`config.mk`:
```
export PLATFORM = sky130hd
export DESIGN_NAME = action_dispatcher
export DESIGN_NICKNAME = d
export VERILOG_FILES = /design/src/rtl/tetris_pkg.sv /design/src/rtl/sync_fifo.sv /design/src/rtl/action_dispatcher.sv
export SDC_FILE = /design/constraint.sdc
export NUM_CORES = 1
export LEC_CHECK = 0
export CAP_MARGIN = 5
export CORE_AREA = 2 2 58 60
export DETAILED_ROUTE_END_ITERATION = 16
export DIE_AREA = 0 0 60 62
export PLACE_DENSITY = 0.67
export SYNTH_ARGS = -nofsm -noshare
export SYNTH_HDL_FRONTEND = slang
export SYNTH_SLANG_ARGS = --single-unit
```
`constraint.sdc`:
```
create_clock -name clk -period 4.96 [get_ports clk]
set_clock_uncertainty 0.1 [all_clocks]
set_input_delay 0.992 -clock clk [delete_from_list [all_inputs] [get_ports clk]]
set_output_delay 0.992 -clock clk [all_outputs]
set_load 0.01 [all_outputs]
```
`src/rtl/tetris_pkg.sv`:
```
// Shared definitions for the Tetris input path.
//   action_t : action codes carried from the DAS blocks to the game logic
//   N_ACT    : number of action channels (one per action_t member)
//   CODE_W   : width of an encoded action code
package tetris_pkg;

  typedef enum logic [2:0] {
    ACT_LEFT      = 3'd0,
    ACT_RIGHT     = 3'd1,
    ACT_ROT_CW    = 3'd2,
    ACT_ROT_CCW   = 3'd3,
    ACT_SOFT_DROP = 3'd4,
    ACT_HARD_DROP = 3'd5
  } action_t;

  localparam int N_ACT  = 6;
  localparam int CODE_W = $bits(action_t);

endpackage

```
`src/rtl/sync_fifo.sv`:
```
// Small synchronous command queue with a single-cycle flush-and-load.
// Ports:
//   clk, rst_l : clock, asynchronous active-low reset
//   push       : write push_data at the tail (ignored while full)
//   pop        : drop the head entry (ignored while empty)
//   flush      : clear all entries and load push_data as the only entry;
//                overrides push and pop in the same cycle
//   push_data  : entry to write
//   count      : number of entries held (0..DEPTH)
//   head       : entry at the head, 0 while empty
module sync_fifo #(
  parameter int WIDTH = 3,
  parameter int DEPTH = 4
) (
  input  logic                     clk,
  input  logic                     rst_l,
  input  logic                     push,
  input  logic                     pop,
  input  logic                     flush,
  input  logic [WIDTH-1:0]         push_data,
  output logic [$clog2(DEPTH):0]   count,
  output logic [WIDTH-1:0]         head
);

  localparam int PTR_W = $clog2(DEPTH);
  localparam int CNT_W = PTR_W + 1;

  logic [WIDTH-1:0] mem [DEPTH];
  logic [PTR_W-1:0] wr_ptr;
  logic [PTR_W-1:0] rd_ptr;
  logic             do_push;
  logic             do_pop;

  assign do_push = push && (count != CNT_W'(DEPTH));
  assign do_pop  = pop && (count != '0);

  // DEPTH is a power of two, so the pointers wrap by natural overflow.
  always_ff @(posedge clk or negedge rst_l) begin
    if (!rst_l) begin
      wr_ptr <= '0;
      rd_ptr <= '0;
      count  <= '0;
      for (int i = 0; i < DEPTH; i++) mem[i] <= '0;
    end else if (flush) begin
      for (int i = 1; i < DEPTH; i++) mem[i] <= '0;
      mem[0] <= push_data;
      wr_ptr <= PTR_W'(1);
      rd_ptr <= '0;
      count  <= CNT_W'(1);
    end else begin
      if (do_push) begin
        mem[wr_ptr] <= push_data;
        wr_ptr      <= wr_ptr + PTR_W'(1);
      end
      if (do_pop) rd_ptr <= rd_ptr + PTR_W'(1);
      if (do_push && !do_pop)      count <= count + CNT_W'(1);
      else if (!do_push && do_pop) count <= count - CNT_W'(1);
    end
  end

  assign head = (count != '0) ? mem[rd_ptr] : '0;

endmodule

```
`src/rtl/action_dispatcher.sv`:
```
// Collects single-cycle action pulses from the DAS blocks, holds them as
// pending bits, and feeds them one per cycle (highest code first) into a
// command queue read by the game logic.
// Ports:
//   clk, rst_l    : clock, asynchronous active-low reset
//   action_pulse  : per-channel request pulses, bit i = action code i
//   action_valid  : per-channel accept-enable back to the DAS blocks
//   input_lock    : game-side hold; blocks acceptance, not draining/popping
//   cmd_valid     : queue head holds a command
//   cmd_code      : code at the queue head (0 while empty)
//   cmd_ready     : game logic consumes the head command
//   fifo_count    : number of queued commands
// Build option: define HARD_DROP_FLUSH_EN to make a HARD_DROP grant flush the
// queue and the other pending bits, leaving HARD_DROP as the only command.
module action_dispatcher #(
  parameter int N_ACT      = 6,
  parameter int FIFO_DEPTH = 4
) (
  input  logic                          clk,
  input  logic                          rst_l,
  input  logic [N_ACT-1:0]              action_pulse,
  output logic [N_ACT-1:0]              action_valid,
  input  logic                          input_lock,
  output logic                          cmd_valid,
  output logic [$clog2(N_ACT)-1:0]      cmd_code,
  input  logic                          cmd_ready,
  output logic [$clog2(FIFO_DEPTH):0]   fifo_count
);

  import tetris_pkg::*;

  localparam int CW    = $clog2(N_ACT);
  localparam int CNT_W = $clog2(FIFO_DEPTH) + 1;

  logic [N_ACT-1:0] pending;
  logic [N_ACT-1:0] accept;
  logic [N_ACT-1:0] grant_mask;
  logic [CW-1:0]    grant_code;
  logic             fifo_full;
  logic             push;
  logic             flush;
  logic             pop;

  // Gated by rst_l so the DAS blocks see no accept-enable during reset.
  assign action_valid = rst_l ? (~pending & {N_ACT{~input_lock}}) : '0;
  assign accept       = action_pulse & action_valid;

  // Highest-index pending bit wins; later iterations override earlier ones.
  always_comb begin
    grant_code = '0;
    for (int i = 0; i < N_ACT; i++) begin
      if (pending[i]) grant_code = CW'(i);
    end
    grant_mask = N_ACT'(1) << grant_code;
  end

  assign fifo_full = (fifo_count == CNT_W'(FIFO_DEPTH));

`ifdef HARD_DROP_FLUSH_EN
  // A HARD_DROP grant does not wait for space: it replaces the queue.
  assign flush = (|pending) && (grant_code == CW'(ACT_HARD_DROP));
  assign push  = (|pending) && !fifo_full && !flush;
`else
  assign flush = 1'b0;
  // Full is judged before any same-cycle pop, so a pop never frees a slot
  // for the grant in the same edge.
  assign push  = (|pending) && !fifo_full;
`endif

  assign pop = cmd_valid && cmd_ready;

  // A bit can only be accepted while clear, so accept never overlaps the
  // granted bit.
  always_ff @(posedge clk or negedge rst_l) begin
    if (!rst_l)     pending <= '0;
    else if (flush) pending <= accept;
    else if (push)  pending <= (pending & ~grant_mask) | accept;
    else            pending <= pending | accept;
  end

  sync_fifo #(
    .WIDTH (CW),
    .DEPTH (FIFO_DEPTH)
  ) u_fifo (
    .clk       (clk),
    .rst_l     (rst_l),
    .push      (push),
    .pop       (pop),
    .flush     (flush),
    .push_data (grant_code),
    .count     (fifo_count),
    .head      (cmd_code)
  );

  assign cmd_valid = (fifo_count != '0);

endmodule

```
==> impl_metrics.toml <==
[yosys]
synth-edff-count = 0
synth_warnings = 0
syn_avg_cell_area_um2 = 11.1
synth_most_common_cell = "dfrtp_1"
synth_common_cells = "25 x dfrtp_1, 15 x nand2_1, 14 x o21ai_0, 11 x nor2_1"
syn_nets = 136
synth_largest_area_cell = "dfrtp_1"
synthArstFlopShare_pct = 100
ys.flop_type = "dfrtp_1"
synth_cell_types = 31
synthCells = 120
synth_area_mm2 = 0.00133
synth_top_area_share_pct = 46.9
seq_area_frac_synth_pct = 46.9
synth_seq_cells = 25
synth_area_leaders = "dfrtp_1 47%, o211ai_4 6.4%, o21ai_0 5.3%, mux4_2 5.1%, ha_1 4.7%"

[worst_setup_path]
cp.required_ps = 3870
cp-end-kind = "output port"
critPathLaunchType = "input pin"
crit_path_frequent_cell = "clkdlybuf4s50_1"
arrival_ps = 2320
cpMaxStageDelayCell = "clkdlybuf4s50_1"
crit_fanout = 6
cp_slowest_stage_delay_ps = 550
critPathKind = "in2out"
cp_cell_sequence = "clkdlybuf4s50_1 -> nand2b_1 -> nor2_1 -> clkdlybuf4s50_1"

[final_layout]
area_growth_pct = 21.6
fin_nets = 160
n_antenna_cell = 0
multi_input_area_um2 = 664
instances_no_fill = 189
drive_gt1_share_pct = 13.3
regArea_um2 = 626
fill_cells = 297

[outcome]
status = "complete, no violations"

[timing]
finalMaxSlewViolations = 0
max_freq_mhz = 293
tightestPinTransition_ps = 415
finalCritPeriodShare_pct = 68.8
tns_ps = 0
final.min_clock_period_ps = 3410
hold_viol = 0
rsz0062_at_grt = "no"
slew_headroom_pct = 72.3
setup_viol = 0

[clock_tree]
cts_setup_buffers = 0
clock_latency_ps = 320
clkTransAtPathRegs_ps = 120
clockRootBuffer = "clkbuf_4"
post_cts_resized = 0
h-tree-depth = 1
numClockSinks = 25
cts.path.max_buffers = 2
cts_buffers = 3
cts_tree = "yes"
ctsHoldBuffers = 0

[route]
routedWlPerCell_um = 13.0
postRouteAntennaNets = 0
totalWireLength_um = 2460
first_pass_iters = 4
num_vias = 945
drc = 0
first_iter_violations = 23
vias_per_cell = 5.00

[placed_design]
hpwl_um = 1910
place_congestion = 0.687
portBuffers = 22
dp.cells = 185

[hold_path]
hold_path.class = "reg2reg"

[grt]
grt_pass1_wl_um = 4170
antenna_found_initial = 0
grt_use_total_pct = 15.5
grt_max_degree = 27
grt_pass1_vias = 881
grt_overflow = 0

[power_and_ir_drop]
p_per_area_mw_per_mm2 = 662
irDropWorstVdd_uv = 223
p_leak_uw = 0.000731

[die]
core_mm2 = 0.00318
die_area_mm2 = 0.00372
dieWidth_um = 60
pin_count = 23
die_h_um = 62
row_count = 21
initial_core_util_pct = 41.9

[flow_run]
drv_cap = 0
==> metrics by stage <==
step / power, uW / worst slack, ps / instance area (um2) / utilization (%) / hold WS (ps)
2_1_floorplan: 826 / 2490 / 1330 / - / 345
3_3_place_gp: 967 / 1550 / 1590 / 50.1 / 357
3_5_place_dp: 998 / 1540 / 1590 / 50.1 / 370
4_1_cts: 1090 / 1530 / 1620 / 51.0 / 401
5_1_grt: 1170 / 1470 / 1620 / 51.0 / 439
6_report: 1070 / 1550 / 1620 / 51.0 / 399
==> state kept, by name, summed over array words and instances, names as in the netlist <==
name,cells
u_fifo.count,3
pending,6
u_fifo.wr_ptr,2
u_fifo.mem,12
u_fifo.rd_ptr,2
==> final timing paths <==
| kind | startpoint | slack (ps) | depth (start not counted) | end |
|---|---|---|---|---|
| max | rst_l | 1550 | 4 | action_valid[0] |
| max reg2reg | pending[3] | 2370 | 7 | u_fifo.count[2] |
| min reg2reg | u_fifo.mem[0] | 400 | 2 | u_fifo.mem[0] |
| min | u_fifo.mem[0] | 400 | 2 | u_fifo.mem[0] |
| min in group asynchronous | rst_l | 1000 | 2 | u_fifo.mem[10] |
| max in group asynchronous | rst_l | 3500 | 2 | u_fifo.count[0] |
==> area by class of cell <==
class,count,area share [%]
multi-input combinational,86,41.0
sequential,25,38.6
timing repair buffer,23,14.1
tap,46,3.55
clock buffer,4,1.62
inverter,5,1.16
==> metal layers <==
| metal | share of wire [%] | track usage, % | vias to the layer above | routed length (um) |
|---|---|---|---|---|
| met5 | 0 | 0 | - | 0 |
| li1 | - | - | 462 | - |
| met1 | 46 | 19.9 | 458 | 1140 |
| met4 | 2.1 | 7.62 | 0 | 52 |
| met2 | 49 | 26.2 | 20 | 1220 |
| met3 | 2.3 | 1.86 | 5 | 56 |
==> placed cells by master, fill, tap and decap left out, drive strengths merged <==
master,Yosys,final
a21oi,4,4
ha,5,5
dfrtp,25,25
mux2,4,4
nor2,11,11
inv,5,5
fa,1,1
xor2,1,1
or2,2,2
a31oi,1,1
and2,3,3
clkdlybuf4s50,0,22
mux2i,1,1
xnor2,5,5
and3,1,1
o211ai,4,4
or3b,1,1
o21a,1,1
nand2,15,15
nand2b,2,2
o31ai,1,1
or4,1,1
nor3,1,1
o21ai,15,15
clkbuf,2,4
nand3,1,1
nor2b,1,1
or3,1,1
mux4,3,3
buf,2,1
==> power breakdown <==
group	leakage (uW)	internal [uW]	total (uW)	switching, uW
Clock	0.0000150	31.5	90.6	59.1
Sequential	0.000311	301	389	88.7
Combinational	0.000405	316	593	277
Total	0.000731	649	1070	425
==> cell families (layout without fill, tap and decap cells) <==
kind of cell,Yosys count,after routing,synth area share [%]
compound gates,26,26,15.1
xor+xnor,6,6,3.94
fa+ha+maj,6,6,6.20
buf+inv,9,32,3.19
flops,25,25,46.9
mux,8,8,10.3
simple gates,40,40,14.3
==> worst max-delay path: cells and delay by family <==
| family | cells | cell delay (ps) |
|---|---|---|
| buffers and inverters | 2 | 1060 |
| AND/OR/NAND/NOR | 2 | 270 |
Power figures use the tool's default switching activity.
